## config.mk

```make
export PLATFORM = sky130hd
export DESIGN_NAME = clk_div_multi
export DESIGN_NICKNAME = d
export VERILOG_FILES = /design/src/rtl/clk_div_multi.sv
export SDC_FILE = /design/constraint.sdc
export NUM_CORES = 1
export LEC_CHECK = 0
export BUFFER_PORTS_ARGS = -buffer_cell sky130_fd_sc_hd__clkbuf_2
export CAP_MARGIN = 20
export CELL_PAD_IN_SITES_DETAIL_PLACEMENT = 1
export CELL_PAD_IN_SITES_GLOBAL_PLACEMENT = 1
export CORE_ASPECT_RATIO = 0.75
export CORE_UTILIZATION = 40
export CTS_CLUSTER_DIAMETER = 60
export DETAILED_ROUTE_END_ITERATION = 6
export GPL_TIMING_DRIVEN = 1
export PLACE_DENSITY_LB_ADDON = 0.1
export SETUP_SLACK_MARGIN = 0.2
export SLEW_MARGIN = 20
export SYNTH_ARGS = -nofsm -noshare
export SYNTH_HDL_FRONTEND = slang
export SYNTH_SLANG_ARGS = --single-unit
```

## constraint.sdc

```tcl
create_clock -name clki -period 4.75 [get_ports clki]
set_input_delay 0.475 -clock clki [delete_from_list [all_inputs] [get_ports clki]]
set_output_delay 0.475 -clock clki [all_outputs]
set_load 0.03 [all_outputs]
```

## src/rtl/clk_div_multi.sv

```systemverilog
// rtl/clk_div_multi.sv - NUM_CH independent programmable clock dividers with tick strobes.
// Divisors reload through a valid/ready port and switch over only at a counter wrap.
module clk_div_multi #(
  parameter int CNT_W       = 27,
  parameter int NUM_CH      = 4,
  parameter int CH_W        = 2,
  parameter int DEFAULT_DIV = 2500000
) (
  input  logic              clki,
  input  logic              rst_n,
  input  logic [NUM_CH-1:0] en,
  input  logic              load_valid,
  input  logic [CH_W-1:0]   load_ch,
  input  logic [CNT_W-1:0]  load_div,
  output logic              load_ready,
  output logic [NUM_CH-1:0] tick,
  output logic [NUM_CH-1:0] clk_out,
  output logic [NUM_CH-1:0] busy
);

  localparam int CH_N = 2 ** CH_W;

  logic [CH_N-1:0] busy_pad;
  logic            ch_in_range;
  logic            load_fire;

  // Pad busy to the full index space so any load_ch value selects a defined bit.
  assign busy_pad    = CH_N'(busy);
  assign ch_in_range = ({1'b0, load_ch} < (CH_W+1)'(NUM_CH));
  assign load_ready  = ch_in_range && !busy_pad[load_ch];
  assign load_fire   = load_valid && load_ready;

  for (genvar i = 0; i < NUM_CH; i++) begin : g_ch
    logic [CNT_W-1:0] cnt;
    logic [CNT_W-1:0] div;
    logic [CNT_W-1:0] shadow;
    logic             pend;
    logic             tick_q;
    logic             clk_q;
    logic             running;
    logic             wrap;
    logic             take;

    assign running = en[i] && (div != '0);
    assign wrap    = running && (cnt == div - CNT_W'(1));
    assign take    = load_fire && (load_ch == CH_W'(i));

    always_ff @(posedge clki or negedge rst_n) begin
      if (!rst_n) begin
        cnt    <= '0;
        div    <= CNT_W'(DEFAULT_DIV);
        shadow <= '0;
        pend   <= 1'b0;
        tick_q <= 1'b0;
        clk_q  <= 1'b0;
      end else begin
        tick_q <= 1'b0;
        if (!en[i]) begin
          cnt   <= '0;
          clk_q <= 1'b0;
        end else if (div == '0) begin
          cnt <= '0;
        end else if (wrap) begin
          cnt    <= '0;
          tick_q <= 1'b1;
          clk_q  <= ~clk_q;
        end else begin
          cnt <= cnt + CNT_W'(1);
        end

        // Idle channels adopt the shadow at once; running ones wait for the wrap.
        if (pend && (wrap || !running)) begin
          div  <= shadow;
          pend <= 1'b0;
        end

        // take implies pend was clear, so it never collides with the apply above.
        if (take) begin
          shadow <= load_div;
          pend   <= 1'b1;
        end
      end
    end

    assign tick[i]    = tick_q;
    assign clk_out[i] = clk_q;
    assign busy[i]    = pend;
  end

endmodule

```

==> results.ini <==
[routing]
drt_iter0_drc=742
avgRoutedWirePerCell_um=20.8
vias=14100
final_antenna_net_count=0
via_per_inst=5.70
drt_pass1_iterations=4
wl_mm=51.6
drc=0

[placed_design]
dpl.hpwl_mm=36.7
gp_congestion=0.855
dp.cells=2410
io_buffers=48

[synth]
async_reset_ff_frac=1.00
synth_top_area_cell=dfrtp_1
yosys-top-cells-area=dfrtp_1 41%, mux2_2 9.9%, xnor2_1 6.0%
synthDistinctLibCells=77
synth.net_count=1865
synth.cell_area_um2=18700
synth_top_family_by_area=simple AND/OR/NAND/NOR gates
yosys_register_bits=336
yosys-top-cells-count=304 x dfrtp_1, 165 x mux2_2, 138 x nor2_1
synth_compound_area_frac=0.0874
ys.flop_type=dfrtp_1
synth_seq_area_share=0.452
postSynthCellCount=1817
yosys.area_share.adder=0.00803
syn_avg_cell_area_um2=10.3
synthMuxAreaShare=0.124
synth-simple-area-share=0.186
synthMostInstantiatedCell=dfrtp_1
synth_top_area_share=0.407
synth_edf_count=0
synth_xor_area_frac=0.106
synth_warnings=0

[cts]
cts_max_path_buffers=3
htreeDepth=2
insertion_delay_ns=0.54
cts_resized=0
cts_tree=done
clock-sinks=336
post-cts-setup-buffer-count=0
cts-buffers-inserted=37
postCtsHoldBufs=1
clockRootBuffer=clkbuf_16
clkSlewWorstSetupHoldPaths_ns=0.06

[global_route]
grt_overflow_total=0
grt_max_degree=88
grt_pass1_vias=14800
grt_pass1_wl_mm=84.1
antenna_found_initial=1
globalRouteTotalUtil=0.222

[floorplan]
core_um2=46100
ios=49
initial_core_util=0.406
die_h_um=189
dieArea_um2=47600
die_w_um=252
num_rows=68

[timing]
fmax_mhz=244
fin_tns_setup_ns=0
grt_setup_unrepaired=false
fin_crit_ns=4.10
finalSetupViolations=0
tightestPinTransition_ns=0.962
maxSlewViolCount=0
worst_clock_skew_ns=0.0172
maxSlewHeadroom=0.357
period_share=0.863
hold_viol_final=0

[cells_and_area]
multi_input_area_um2=9590
nFillCells=5056
drive_above_1_share=0.207
syn2layout_area_growth_pct=11.5
final_nets=1868
seqCellArea_um2=8450
stdcell_count=2483

[run_status]
status=finished clean

[critical_path]
cp_max_fo=27
r2r_slack_ns=0.65
worstSetupEndpointType=flop
worst_ep_arrival_time_ns=4.52
cp.required_ns=5.17
reg2reg_depth=11
cp_cell_sequence=inv_1, ha_1, or4b_1, nor4_2, and4_1, o22ai_1, or4_1, a2111oi_4, o21ai_2, buf_12, mux2_1
start_kind=flop
cpPeakStageDelay_ns=0.63
slowest_stage=or4_1
worst-setup-path-type=flop to flop

[power]
power_density_nw_per_um2=471
ir_drop_mv=0.257
leakagePower_nw=8.34
finalPower_mw=9.82

[run]
max-cap-violations=0

[hold_path]
hold_path.class=input port to flop
min_path_cells=2

per-stage QoR:
step           instance area [um2]  worst slack (ns)  utilization  hold slack [ns]
2_1_floorplan                18700             0.977            -            0.179
3_3_place_gp                 19500             0.781        0.423            0.464
5_1_grt                      20800             0.450        0.452            0.183
6_report                     20900             0.649        0.452            0.194
3_5_place_dp                 19500             0.732        0.424            0.475
4_1_cts                      20800             0.695        0.452            0.167
final cells by class:
cell class | count | area share
diodes | 4 | 0.000480
clock buffers | 52 | 0.0506
clock inverters | 16 | 0.0115
inverters | 49 | 0.00882
multi-input cells | 1318 | 0.460
flip-flops and latches | 336 | 0.405
well taps | 630 | 0.0378
repair buffers | 78 | 0.0257
state kept, by name, summed over array words and instances (netlist names):
| signal | cells |
|---|---|
| g_ch.div | 108 |
| g_ch.shadow | 108 |
| g_ch.clk_q | 4 |
| g_ch.pend | 4 |
| g_ch.tick_q | 4 |
| g_ch.cnt | 108 |
per-layer routing:
layer	track usage	wire [um]	vias to the layer above
met5	0	0	-
met4	0.0511	959	0
met3	0.0228	1970	60
met2	0.341	22900	191
met1	0.334	25800	7303
li1	-	-	6588
final timing paths:
check                                   start               to
max                            g_ch[2].div[0]  g_ch[2].div[25]
min                                     en[1]    g_ch[1].clk_q
max reg2reg                    g_ch[2].div[0]  g_ch[2].div[25]
min reg2reg                g_ch[2].shadow[12]  g_ch[2].div[12]
max in group asynchronous               rst_n  g_ch[1].cnt[21]
min in group asynchronous               rst_n   g_ch[3].cnt[7]
logic make-up (layout without fill, tap and decap cells):
group                    after synthesis  count (layout)
AND/OR/NAND/NOR                      658             658
flip-flops                           336             336
AO/OA/AOI/OAI                        225             225
XOR/XNOR                             225             225
multiplexers                         198             198
buffers and inverters                163             195
adder cells (fa/ha/maj)               12              12
other                                  0               4
power by group:
part           switching [mW]  internal [mW]
Combinational            1.20           1.22
Clock                    1.22           1.88
Sequential              0.782           3.52
Total                    3.20           6.62
critical path, delay by kind of cell (launching register included):
kind | cells | cell delay [ns]
flops | 1 | 0.45
buf+inv | 2 | 0.29
compound gates | 3 | 0.45
mux | 1 | 0.32
fa+ha+maj | 1 | 0.32
simple gates | 4 | 2.09
cells in the final DEF (no fill, tap or decap), types with 20 or more instances in the layout:
master     count
dfrtp_1      303
mux2_2       165
nor2_1       137
xnor2_1      128
nand2_1      101
nor3_1        98
xor2_1        96
nand3_1       87
inv_1         49
clkbuf_2      47
clkbuf_16     39
nor4_1        37
a31oi_1       33
dfstp_2       32
o22ai_1       31
nand4_1       30
or4_1         29
and3_1        28
o311ai_0      27
buf_4         25
o21ai_0       24
a21oi_1       20
mux2_4        20
No activity file was read; power rests on OpenSTA's default activity.
